--- src/rtl/armleocpu_ptw_multilevel_if.sv ---
// Read-only memory port between the page table walker (master) and the cache/bus arbiter (slave).
interface armleocpu_ptw_multilevel_if #(
    parameter int PA_W  = 34,
    parameter int PTE_W = 32
);
    logic [PA_W-1:0]  m_address;
    logic             m_read;
    logic             m_waitrequest;
    logic             m_readdatavalid;
    logic [PTE_W-1:0] m_readdata;
    logic             m_response;

    modport master (
        output m_address, m_read,
        input  m_waitrequest, m_readdatavalid, m_readdata, m_response
    );

    modport slave (
        input  m_address, m_read,
        output m_waitrequest, m_readdatavalid, m_readdata, m_response
    );
endinterface

--- src/rtl/armleocpu_ptw_multilevel.sv ---
// Multilevel RISC-V style page table walker over one read-only memory port.
// Optional feature: define ARMLEOCPU_PTW_AD_CHECK_EN to pagefault on leaf PTEs with A=0.
module armleocpu_ptw_multilevel #(
    parameter int LEVELS = 2,
    parameter int VPN_W  = 10,
    parameter int PTE_W  = 32,
    parameter int PPN_W  = 22,
    parameter int PA_W   = 34,
    localparam int VA_W  = 12 + LEVELS * VPN_W
) (
    input  logic                     clk,
    input  logic                     async_rst_n,
    input  logic                     resolve_request,
    input  logic [VA_W-1:0]          resolve_virtual_address,
    input  logic                     satp_mode,
    input  logic [PPN_W-1:0]         satp_ppn,
    output logic                     resolve_done,
    output logic                     resolve_pagefault,
    output logic                     resolve_accessfault,
    output logic [PA_W-1:0]          resolve_physical_address,
    output logic [7:0]               resolve_access_bits,
    armleocpu_ptw_multilevel_if.master mem
);
    localparam int PTE_B  = PTE_W / 8;
    localparam int LVL_W  = (LEVELS > 1) ? $clog2(LEVELS) : 1;
    localparam int WIDE_W = PA_W + PPN_W + VA_W + 16;

    typedef enum logic [1:0] {IDLE, ISSUE, WAIT, DONE} state_t;

    state_t            state;
    logic [LVL_W-1:0]  level;
    logic [VA_W-1:0]   va_q;

    logic [PPN_W-1:0]  pte_ppn;
    logic [PPN_W-1:0]  low_mask;
    logic [VA_W-1:0]   va_mask;
    logic              pte_v, pte_r, pte_w, pte_x, pte_a, pte_leaf;
    logic              page_fault, descend;
    logic [WIDE_W-1:0] pa_wide, va_wide;
    logic [PA_W-1:0]   leaf_pa, bare_pa;
    logic              unused_pte_bits;

    // Byte address of the PTE selected by VPN[lvl] inside the table at ppn.
    function automatic logic [PA_W-1:0] pte_address(input logic [PPN_W-1:0] ppn,
                                                    input logic [VA_W-1:0]  va,
                                                    input logic [LVL_W-1:0] lvl);
        logic [WIDE_W-1:0] sum;
        sum = (WIDE_W'(ppn) << 12)
            + WIDE_W'(va[12 + int'(lvl) * VPN_W +: VPN_W]) * WIDE_W'(PTE_B);
        return sum[PA_W-1:0];
    endfunction

    assign unused_pte_bits = ^mem.m_readdata;

    always_comb begin
        // NOTE: every signal gets a default before any condition, so no path infers a latch.
        pte_ppn    = mem.m_readdata[PPN_W+9:10];
        pte_v      = mem.m_readdata[0];
        pte_r      = mem.m_readdata[1];
        pte_w      = mem.m_readdata[2];
        pte_x      = mem.m_readdata[3];
        pte_a      = mem.m_readdata[6];
        pte_leaf   = pte_r | pte_x;
        low_mask   = '0;
        va_mask    = '0;
        page_fault = 1'b0;
        descend    = 1'b0;

        // Superpage: PPN fields below the current level come from the VA instead.
        for (int i = 0; i < PPN_W; i++) low_mask[i] = (i < int'(level) * VPN_W);
        for (int i = 0; i < VA_W; i++)  va_mask[i]  = (i < 12 + int'(level) * VPN_W);

        if (!pte_v || (pte_w && !pte_r)) page_fault = 1'b1;
        else if (pte_leaf && (|(pte_ppn & low_mask))) page_fault = 1'b1;
`ifdef ARMLEOCPU_PTW_AD_CHECK_EN
        else if (pte_leaf && !pte_a) page_fault = 1'b1;
`endif
        else if (!pte_leaf) begin
            if (level == '0) page_fault = 1'b1;
            else             descend    = 1'b1;
        end

        pa_wide = (WIDE_W'(pte_ppn & ~low_mask) << 12) | WIDE_W'(va_q & va_mask);
        leaf_pa = pa_wide[PA_W-1:0];
        va_wide = WIDE_W'(resolve_virtual_address);
        bare_pa = va_wide[PA_W-1:0];
    end

    // NOTE: non-blocking assignments so every register updates from pre-edge values.
    always_ff @(posedge clk or negedge async_rst_n) begin
        if (!async_rst_n) begin
            state                    <= IDLE;
            level                    <= '0;
            va_q                     <= '0;
            mem.m_read               <= 1'b0;
            mem.m_address            <= '0;
            resolve_done             <= 1'b0;
            resolve_pagefault        <= 1'b0;
            resolve_accessfault      <= 1'b0;
            resolve_physical_address <= '0;
            resolve_access_bits      <= '0;
        end else begin
            case (state)
                IDLE: begin
                    if (resolve_request) begin
                        va_q  <= resolve_virtual_address;
                        level <= LVL_W'(LEVELS - 1);
                        if (!satp_mode) begin
                            resolve_pagefault        <= 1'b0;
                            resolve_accessfault      <= 1'b0;
                            resolve_physical_address <= bare_pa;
                            resolve_access_bits      <= '0;
                            resolve_done             <= 1'b1;
                            state                    <= DONE;
                        end else begin
                            mem.m_read    <= 1'b1;
                            mem.m_address <= pte_address(satp_ppn, resolve_virtual_address,
                                                         LVL_W'(LEVELS - 1));
                            state         <= ISSUE;
                        end
                    end
                end
                ISSUE: begin
                    if (!mem.m_waitrequest) begin
                        mem.m_read <= 1'b0;
                        state      <= WAIT;
                    end
                end
                WAIT: begin
                    if (mem.m_readdatavalid) begin
                        resolve_access_bits <= mem.m_readdata[7:0];
                        if (mem.m_response) begin
                            resolve_accessfault      <= 1'b1;
                            resolve_pagefault        <= 1'b0;
                            resolve_physical_address <= '0;
                            resolve_done             <= 1'b1;
                            state                    <= DONE;
                        end else if (descend) begin
                            level         <= level - 1'b1;
                            mem.m_read    <= 1'b1;
                            mem.m_address <= pte_address(pte_ppn, va_q, level - 1'b1);
                            state         <= ISSUE;
                        end else begin
                            resolve_accessfault      <= 1'b0;
                            resolve_pagefault        <= page_fault;
                            resolve_physical_address <= page_fault ? '0 : leaf_pa;
                            resolve_done             <= 1'b1;
                            state                    <= DONE;
                        end
                    end
                end
                DONE: begin
                    resolve_done <= 1'b0;
                    state        <= IDLE;
                end
                default: state <= IDLE;
            endcase
        end
    end
endmodule

--- src/flat_wrapper.sv ---
// flat-port wrapper written by rule: the top's interface ports become plain ports
module armleocpu_ptw_multilevel_flat 
#(
    parameter int LEVELS = 2,
    parameter int VPN_W  = 10,
    parameter int PTE_W  = 32,
    parameter int PPN_W  = 22,
    parameter int PA_W   = 34,
    localparam int VA_W  = 12 + LEVELS * VPN_W
)
  (clk, async_rst_n, resolve_request, resolve_virtual_address, satp_mode, satp_ppn, resolve_done, resolve_pagefault, resolve_accessfault, resolve_physical_address, resolve_access_bits, mem_m_address, mem_m_read, mem_m_waitrequest, mem_m_readdatavalid, mem_m_readdata, mem_m_response);
  armleocpu_ptw_multilevel_if #(.PA_W(PA_W), .PTE_W(PTE_W)) mem_i ();
  input  logic clk;
  input  logic async_rst_n;
  input  logic resolve_request;
  input  logic [VA_W-1:0] resolve_virtual_address;
  input  logic satp_mode;
  input  logic [PPN_W-1:0] satp_ppn;
  output logic resolve_done;
  output logic resolve_pagefault;
  output logic resolve_accessfault;
  output logic [PA_W-1:0] resolve_physical_address;
  output logic [7:0] resolve_access_bits;
  output wire logic [$bits(mem_i.m_address)-1:0] mem_m_address;
  output wire logic [$bits(mem_i.m_read)-1:0] mem_m_read;
  input wire logic [$bits(mem_i.m_waitrequest)-1:0] mem_m_waitrequest;
  input wire logic [$bits(mem_i.m_readdatavalid)-1:0] mem_m_readdatavalid;
  input wire logic [$bits(mem_i.m_readdata)-1:0] mem_m_readdata;
  input wire logic [$bits(mem_i.m_response)-1:0] mem_m_response;
  assign mem_m_address = mem_i.m_address;
  assign mem_m_read = mem_i.m_read;
  assign mem_i.m_waitrequest = mem_m_waitrequest;
  assign mem_i.m_readdatavalid = mem_m_readdatavalid;
  assign mem_i.m_readdata = mem_m_readdata;
  assign mem_i.m_response = mem_m_response;
  armleocpu_ptw_multilevel #(.LEVELS(LEVELS), .VPN_W(VPN_W), .PTE_W(PTE_W), .PPN_W(PPN_W), .PA_W(PA_W)) u_core (.clk(clk), .async_rst_n(async_rst_n), .resolve_request(resolve_request), .resolve_virtual_address(resolve_virtual_address), .satp_mode(satp_mode), .satp_ppn(satp_ppn), .resolve_done(resolve_done), .resolve_pagefault(resolve_pagefault), .resolve_accessfault(resolve_accessfault), .resolve_physical_address(resolve_physical_address), .resolve_access_bits(resolve_access_bits), .mem(mem_i));
endmodule
--- config.mk ---
export PLATFORM = sky130hd
export DESIGN_NAME = armleocpu_ptw_multilevel_flat
export DESIGN_NICKNAME = d
export VERILOG_FILES = /design/src/rtl/armleocpu_ptw_multilevel_if.sv /design/src/rtl/armleocpu_ptw_multilevel.sv /design/src/flat_wrapper.sv
export SDC_FILE = /design/constraint.sdc
export NUM_CORES = 1
export LEC_CHECK = 0
export BUFFER_PORTS_ARGS = -buffer_cell sky130_fd_sc_hd__buf_2
export CAP_MARGIN = 20
export CORE_MARGIN = 10
export CORE_UTILIZATION = 55
export CTS_CLUSTER_DIAMETER = 150
export DETAILED_ROUTE_END_ITERATION = 8
export GPL_TIMING_DRIVEN = 0
export PLACE_DENSITY = 0.87
export SKIP_CTS_REPAIR_TIMING = 1
export SLEW_MARGIN = 40
export SYNTH_ARGS = -nofsm -noshare
export SYNTH_HDL_FRONTEND = slang
export SYNTH_SLANG_ARGS = --single-unit
--- constraint.sdc ---
create_clock -name clk -period 3.2 [get_ports clk]
set_input_delay 0.16 -clock clk [delete_from_list [all_inputs] [get_ports clk]]
set_output_delay 0.16 -clock clk [all_outputs]
set_load 0.01 [all_outputs]
==> insert_results.sql, run 1 <==
INSERT INTO impl_metrics (metric_group, metric, value, unit) VALUES
('placement', 'gp_congestion', '0.917', ''),
('status', 'status', 'finished, violations left', ''),
('synthesis', 'synth_flop_cell', 'sky130_fd_sc_hd__dfrtp_1', ''),
('routing', 'first_iter_violations', '1055', ''),
('critical_path', 'critical_path_required', '3.66', 'ns'),
('critical_path', 'setup.worst_path.end_class', 'register', ''),
('placement', 'post-dp-hpwl', '14.6', 'mm'),
('floorplanning', 'fp.coreArea', '9770', 'um2'),
('sta', 'relSlewSlack', '41.3', '%'),
('synthesis', 'asyncSetResetFlopFracSynth', '100', '%'),
('routing', 'drt-pass1-iter-count', '8', ''),
('sta', 'hold-worst-slack', '-0.0466', 'ns'),
('critical_path', 'critPathMaxStageDelay', '0.64', 'ns'),
('synthesis', 'yosysUniqueCellTypes', '45', ''),
('sta', 'maxClockFrequency', '352', 'MHz'),
('global_routing', 'via_count_of_the_first_global_routing_pass', '5752', ''),
('floorplanning', 'die_area', '14400', 'um2'),
('min_path', 'holdCritPathClass', 'in -> reg', ''),
('critical_path', 'cpLargestDelayFamily', 'buffers and inverters', ''),
('sta', 'setup_viol', '0', ''),
('clocking', 'cts-root-buf', 'sky130_fd_sc_hd__clkbuf_8', ''),
('clocking', 'tritoncts', 'done', ''),
('sta', 'finalCriticalPeriod', '2.84', 'ns'),
('routing', 'via_count_normalized_by_instance_count', '6.38', ''),
('floorplanning', 'die_y', '120', 'um'),
('clocking', 'cts_inserted_buffers', '17', ''),
('routing', 'routed-via-count', '6215', ''),
('global_routing', 'antenna_found_initial', '0', ''),
('global_routing', 'global_route.usage.total', '27.7', '%'),
('global_routing', 'grt_max_degree', '75', ''),
('floorplanning', 'ios', '173', ''),
('status', 'violated_checks', 'hold timing', ''),
('placement', 'placement.io_buffers', '168', ''),
('sta', 'timing.final.hold_violations', '6', ''),
('synthesis', 'syn_inst', '570', ''),
('critical_path', 'crit_path_start_kind', 'register', ''),
('sta', 'setup_total_negative_slack', '0', 'ns'),
('finish', 'drive_above_1_share', '26.6', '%'),
('critical_path', 'timing.critical_path.mode_cell', 'sky130_fd_sc_hd__clkbuf_1', ''),
('critical_path', 'cp_data_arrival_time', '3.30', 'ns'),
('clocking', 'clockBufferDepth', '2', ''),
('critical_path', 'timing.critical_path.fanout_max', '10', ''),
('critical_path', 'standard_cell_with_the_maximum_stage_delay_on_the_critical_path', 'sky130_fd_sc_hd__dfrtp_1', ''),
('finish', 'nNetsFinal', '924', ''),
('power', 'p_total', '7.43', 'mW'),
('power', 'powerDensity', '947', 'nW/um2'),
('routing', 'antenna_left', '0', ''),
('sta', 'worst_pin_slew', '0.880', 'ns'),
('sta', 'fraction_of_the_cycle_the_final_worst_path_needs', '88.7', '%'),
('synthesis', 'average_size_of_a_mapped_cell', '9.68', 'um2'),
('floorplanning', 'placement_rows', '36', ''),
('routing', 'detail_route.drc_violations', '0', ''),
('sta', 'grt_setup_unrepaired', 'no', ''),
('clocking', 'cts-htree-levels', '4', ''),
('sta', 'total_count_of_max_transition_violations_in_the_final_report', '0', ''),
('global_routing', 'gr-total-overflow', '0', ''),
('critical_path', 'path_type_of_the_worst_setup_path', 'reg -> reg', ''),
('clocking', 'clock_sinks', '113', ''),
('routing', 'post_drt_wl_per_cell', '23.3', 'um'),
('global_routing', 'grt_pass1_wl', '31.4', 'mm'),
('critical_path', 'critical_path_cell_sequence', 'clkbuf_1, a21oi_1, o21ai_0, clkbuf_1, nand3_1, o2bb2ai_1, dlygate4sd3_1', ''),
('clocking', 'clock_latency', '0.53', 'ns'),
('power', 'peakVddDrop', '0.000512', 'V'),
('synthesis', 'number_of_synthesis_warnings', '0', ''),
('clocking', 'clkTransAtPathRegs', '0.06', 'ns'),
('synthesis', 'synth.yosys.seq_area_share', '51.2', '%'),
('critical_path', 'path_buf_inv', '3', ''),
('run', 'cap_viol_max_count', '0', ''),
('floorplanning', 'initial_utilization', '56.5', '%'),
('floorplanning', 'die_width', '120', 'um'),
('finish', 'mostFrequentLayoutCell', 'sky130_fd_sc_hd__buf_2', ''),
('sta', 'final.setup_skew', '0.00543', 'ns'),
('power', 'power_leakage', '3.92', 'nW'),
('finish', 'antenna_cells', '0', ''),
('finish', 'mostFrequentLayoutCells', '171 x sky130_fd_sc_hd__buf_2, 120 x sky130_fd_sc_hd__nand2_1, 113 x sky130_fd_sc_hd__dfrtp_1', ''),
('synthesis', 'post_synth_instance_area', '5520', 'um2'),
('synthesis', 'synth-edff-count', '0', ''),
('synthesis', 'yosys_register_bits', '113', ''),
('routing', 'wl', '22.7', 'mm'),
('finish', 'fillers', '587', ''),
('finish', 'syn2layout_area_growth', '42.1', '%');
[worst reg2reg max path, cell delays in order, from the launching register on]
cell	delay, ns
sky130_fd_sc_hd__dfrtp_1	0.64
sky130_fd_sc_hd__clkbuf_1	0.43
sky130_fd_sc_hd__a21oi_1	0.08
sky130_fd_sc_hd__o21ai_0	0.20
sky130_fd_sc_hd__clkbuf_1	0.50
sky130_fd_sc_hd__nand3_1	0.16
sky130_fd_sc_hd__o2bb2ai_1	0.17
sky130_fd_sc_hd__dlygate4sd3_1	0.58
[cell usage after synthesis, types with 4 or more instances]
cell type / count / area, um2
sky130_fd_sc_hd__o311a_1: 7 / 70.1
sky130_fd_sc_hd__o21a_1: 10 / 75.1
sky130_fd_sc_hd__mux2_2: 9 / 101
sky130_fd_sc_hd__a21oi_1: 30 / 150
sky130_fd_sc_hd__mux2i_1: 33 / 330
sky130_fd_sc_hd__o21ai_1: 67 / 335
sky130_fd_sc_hd__a22o_1: 9 / 78.8
sky130_fd_sc_hd__nor2_1: 11 / 41.3
sky130_fd_sc_hd__nor3b_1: 4 / 30.0
sky130_fd_sc_hd__o21bai_1: 5 / 37.5
sky130_fd_sc_hd__nand2_1: 120 / 450
sky130_fd_sc_hd__o311ai_1: 25 / 219
sky130_fd_sc_hd__buf_2: 4 / 20.0
sky130_fd_sc_hd__a31oi_1: 26 / 163
sky130_fd_sc_hd__clkbuf_1: 39 / 146
sky130_fd_sc_hd__o21ai_0: 8 / 40.0
sky130_fd_sc_hd__buf_1: 4 / 15.0
sky130_fd_sc_hd__o22a_1: 8 / 70.1
sky130_fd_sc_hd__dfrtp_1: 113 / 2830
[worst paths after layout]
kind / startpoint / end / slack, ns / cells past startpoint
max in group asynchronous: async_rst_n / u_core.mem.m_address[11]$_DFFE_PN0P_ / 2.43 / 3
hold reg to reg: u_core.va_q[29]$_DFFE_PN0P_ / u_core.va_q[29]$_DFFE_PN0P_ / 0.48 / 2
setup reg to reg: u_core.state[0]$_DFFE_PN0P_ / u_core.resolve_physical_address[33]$_DFFE_PN0P_ / 0.36 / 7
min in group asynchronous: async_rst_n / u_core.resolve_access_bits[4]$_DFFE_PN0P_ / 0.11 / 2
hold / removal: mem_m_readdata[25] / u_core.mem.m_address[27]$_DFFE_PN0P_ / -0.05 / 3
setup / recovery: u_core.state[0]$_DFFE_PN0P_ / u_core.resolve_physical_address[33]$_DFFE_PN0P_ / 0.36 / 7
[registers in the layout, summed over array words and instances (netlist names)]
register / count
u_core.resolve_pagefault: 1
u_core.va_q: 32
u_core.resolve_done: 1
u_core.level: 1
u_core.resolve_accessfault: 1
u_core.state: 2
u_core.resolve_physical_address: 34
u_core.mem.m_read: 1
u_core.resolve_access_bits: 8
u_core.mem.m_address: 32
[area by class of cell]
type | instances | area [um2] | share of cell area [%]
plain buffers | 53 | 238 | 3.03
clock buffers | 23 | 497 | 6.33
clock inverters | 6 | 55.1 | 0.702
inverters | 3 | 11.3 | 0.144
multi-input cells | 402 | 2450 | 31.3
flip-flops and latches | 113 | 2830 | 36.0
well taps | 133 | 166 | 2.12
repair buffers | 241 | 1600 | 20.4
[layer usage]
metal / share of wire (%) / wire length [um] / up-vias / track usage, %
li1: - / - / 2594 / -
met1: 34 / 7690 / 2964 / 32.1
met2: 48 / 11000 / 526 / 45.6
met3: 13 / 2940 / 131 / 9.40
met4: 5.0 / 1130 / 0 / 12.4
met5: 0 / 0 / - / 0
[through the flow]
step	utilization (%)	setup WS [ns]	std cells	instance area, um2
after floorplan	-	1.24	571	5520
after detailed placement	67.2	0.742	873	6570
after CTS	72.8	0.656	902	7120
final	80.3	0.363	974	7850
after global routing	80.3	0.211	974	7850
after global placement	66.8	0.713	872	6530
[report_power, final]
group / internal (mW) / total (mW) / switching [mW]
Combinational: 1.20 / 3.09 / 1.89
Sequential: 2.11 / 2.57 / 0.461
Clock: 1.13 / 1.77 / 0.639
[logic make-up (layout without fill, tap and decap cells)]
family / count (synthesis) / in the layout / share of synthesized area (%)
compound gates: 204 / 204 / 24.3
simple gates: 153 / 153 / 11.9
flops: 113 / 113 / 51.2
buf+inv: 56 / 326 / 4.51
mux: 43 / 43 / 8.02
other cells: 1 / 2 / 0.0679
(Power assumes the default switching activity.)
==> run 2, diff against run 1 <==
- CORE_ASPECT_RATIO: default -> 0.5
- CORE_MARGIN: 10 -> 2
==> insert_results.sql, run 2 (synthesized netlist as in run 1, its figures left out) <==
INSERT INTO impl_metrics (metric_group, metric, value, unit) VALUES
('finish', 'largest-register', 'u_core.resolve_physical_address', ''),
('routing', 'detail_route.drc_violations', '0', ''),
('placement', 'gp_congestion', '0.916', ''),
('finish', 'drive_above_1_share', '28.3', '%'),
('floorplanning', 'die_y', '74.8', 'um'),
('clocking', 'clock_latency', '0.41', 'ns'),
('clocking', 'cts_inserted_buffers', '17', ''),
('finish', 'finalCoreUtilization', '77.5', '%'),
('sta', 'maxClockFrequency', '377', 'MHz'),
('global_routing', 'grt_pass1_wl', '28.5', 'mm'),
('routing', 'first_iter_violations', '831', ''),
('sta', 'hold-worst-slack', '-0.0133', 'ns'),
('placement', 'post-dp-hpwl', '13.2', 'mm'),
('sta', 'fraction_of_the_cycle_the_final_worst_path_needs', '82.9', '%'),
('finish', 'mostFrequentLayoutCells', '171 x sky130_fd_sc_hd__buf_2, 120 x sky130_fd_sc_hd__nand2_1, 113 x sky130_fd_sc_hd__dfrtp_1', ''),
('global_routing', 'gr-total-overflow', '0', ''),
('run', 'cap_viol_max_count', '0', ''),
('sta', 'timing.final.hold_violations', '6', ''),
('routing', 'antenna_left', '0', ''),
('global_routing', 'antenna_found_initial', '0', ''),
('routing', 'routed-via-count', '5896', ''),
('critical_path', 'crit_start', 'u_core.state[1]$_DFFE_PN0P_', ''),
('sta', 'setup_viol', '0', ''),
('placement', 'placement.io_buffers', '168', ''),
('sta', 'worst_pin_slew', '0.789', 'ns'),
('sta', 'final.setup.worst_slack', '0.546', 'ns'),
('floorplanning', 'ios', '173', ''),
('status', 'status', 'finished, violations left', ''),
('power', 'power_leakage', '3.75', 'nW'),
('clocking', 'clockBufferDepth', '2', ''),
('sta', 'grt_setup_unrepaired', 'no', ''),
('critical_path', 'timing.critical_path.fanout_max', '10', ''),
('floorplanning', 'die_width', '146', 'um'),
('floorplanning', 'initial_utilization', '57.5', '%'),
('finish', 'mostFrequentLayoutCell', 'sky130_fd_sc_hd__buf_2', ''),
('global_routing', 'grt_max_degree', '64', ''),
('routing', 'via_count_normalized_by_instance_count', '6.34', ''),
('routing', 'post_drt_wl_per_cell', '21.2', 'um'),
('finish', 'biggestRegsByFlops', 'u_core.resolve_physical_address: 34 flops, u_core.mem.m_address: 32 flops, u_core.va_q: 32 flops', ''),
('sta', 'relSlewSlack', '47.3', '%'),
('clocking', 'clock_sinks', '113', ''),
('min_path', 'timing.hold.worst.start', 'resolve_virtual_address[6]', ''),
('placement', 'placedInstanceArea', '6570', 'um2'),
('sta', 'final.setup_skew', '0.00715', 'ns'),
('clocking', 'cts-htree-levels', '4', ''),
('sta', 'setup_total_negative_slack', '0', 'ns'),
('critical_path', 'path_type_of_the_worst_setup_path', 'reg -> reg', ''),
('power', 'powerDensity', '993', 'nW/um2'),
('critical_path', 'crit_path_start_kind', 'register', ''),
('floorplanning', 'die_area', '10900', 'um2'),
('finish', 'antenna_cells', '0', ''),
('status', 'violated_checks', 'hold timing', ''),
('placement', 'place_worst_setup_slack', '0.787', 'ns'),
('sta', 'finalCriticalPeriod', '2.65', 'ns'),
('routing', 'drt-pass1-iter-count', '6', ''),
('finish', 'stdcell_area', '7440', 'um2'),
('critical_path', 'r2r-start', 'u_core.state[1]$_DFFE_PN0P_', ''),
('floorplanning', 'placement_rows', '25', ''),
('routing', 'wl', '19.7', 'mm'),
('floorplanning', 'fp.coreArea', '9600', 'um2'),
('critical_path', 'critical_path_required', '3.43', 'ns'),
('clocking', 'cts-root-buf', 'sky130_fd_sc_hd__clkbuf_16', ''),
('finish', 'syn2layout_area_growth', '34.8', '%'),
('clocking', 'tritoncts', 'done', ''),
('critical_path', 'setup.worst_path.end_class', 'register', ''),
('critical_path', 'cp_data_arrival_time', '2.89', 'ns'),
('finish', 'largest_register_ffs', '34', ''),
('min_path', 'holdCritPathClass', 'in -> reg', ''),
('clocking', 'clkTransAtPathRegs', '0.05', 'ns'),
('sta', 'total_count_of_max_transition_violations_in_the_final_report', '0', ''),
('finish', 'nNetsFinal', '877', ''),
('global_routing', 'via_count_of_the_first_global_routing_pass', '5343', ''),
('global_routing', 'global_route.usage.total', '34.6', '%'),
('power', 'peakVddDrop', '0.000520', 'V');
==> run 2: cell count changes in the layout (fill, tap and decap cells not counted), sizes merged <==
cell / previous run / this run
clkinv: 5 / 2
dlygate4sd3: 72 / 25
bufinv: 1 / 2
clkbuf: 62 / 65
==> run 2: layer usage <==
layer	up-vias	routed length [um]	GRT usage, %
li1	2495	-	-
met1	2826	7450	45.4
met2	470	8920	55.4
met3	105	2590	10.7
met4	0	753	13.8
met5	-	0	0
==> run 2: report_power, final <==
part / internal (mW) / switching [mW]
clock: 1.30 / 0.635
combinational: 1.15 / 1.79
sequential: 2.11 / 0.399
total: 4.56 / 2.82
==> run 2: layout make-up <==
| class | instances | area [um2] |
|---|---|---|
| multi-input combinational | 402 | 2460 |
| clock buffer | 26 | 539 |
| inverter | 3 | 11.3 |
| sequential | 113 | 2830 |
| buffer | 53 | 238 |
| tap | 135 | 169 |
| timing repair buffer | 194 | 1130 |
| fill | 623 | 2160 |
| clock inverter | 4 | 70.1 |
==> run 2: worst paths after layout <==
kind	endpoint	slack, ns	cells past startpoint
worst max-delay path	u_core.resolve_physical_address[18]$_DFFE_PN0P_	0.55	7
max in group asynchronous	u_core.resolve_access_bits[4]$_DFFE_PN0P_	2.31	3
min in group asynchronous	u_core.resolve_physical_address[9]$_DFFE_PN0P_	0.25	2
worst max register to register	u_core.resolve_physical_address[18]$_DFFE_PN0P_	0.55	7
worst min register to register	u_core.va_q[24]$_DFFE_PN0P_	0.48	2
worst min-delay path	u_core.va_q[6]$_DFFE_PN0P_	-0.01	3
==> run 2: stage by stage <==
stage	std cells	power, mW
after floorplan	571	4.18
after global placement	874	5.16
after detailed placement	875	5.29
after CTS	905	7.27
after global routing	930	7.74
final	930	7.38
==> run 2: worst max-delay path: stages, from the launching register on <==
cell and delay [ns]:
sky130_fd_sc_hd__dfrtp_1 0.35, sky130_fd_sc_hd__clkbuf_1 0.21, sky130_fd_sc_hd__nor3b_1 0.36, sky130_fd_sc_hd__o21ba_1 0.19, sky130_fd_sc_hd__clkbuf_1 0.40, sky130_fd_sc_hd__and2_1 0.22
sky130_fd_sc_hd__clkbuf_1 0.52, sky130_fd_sc_hd__a31oi_1 0.21
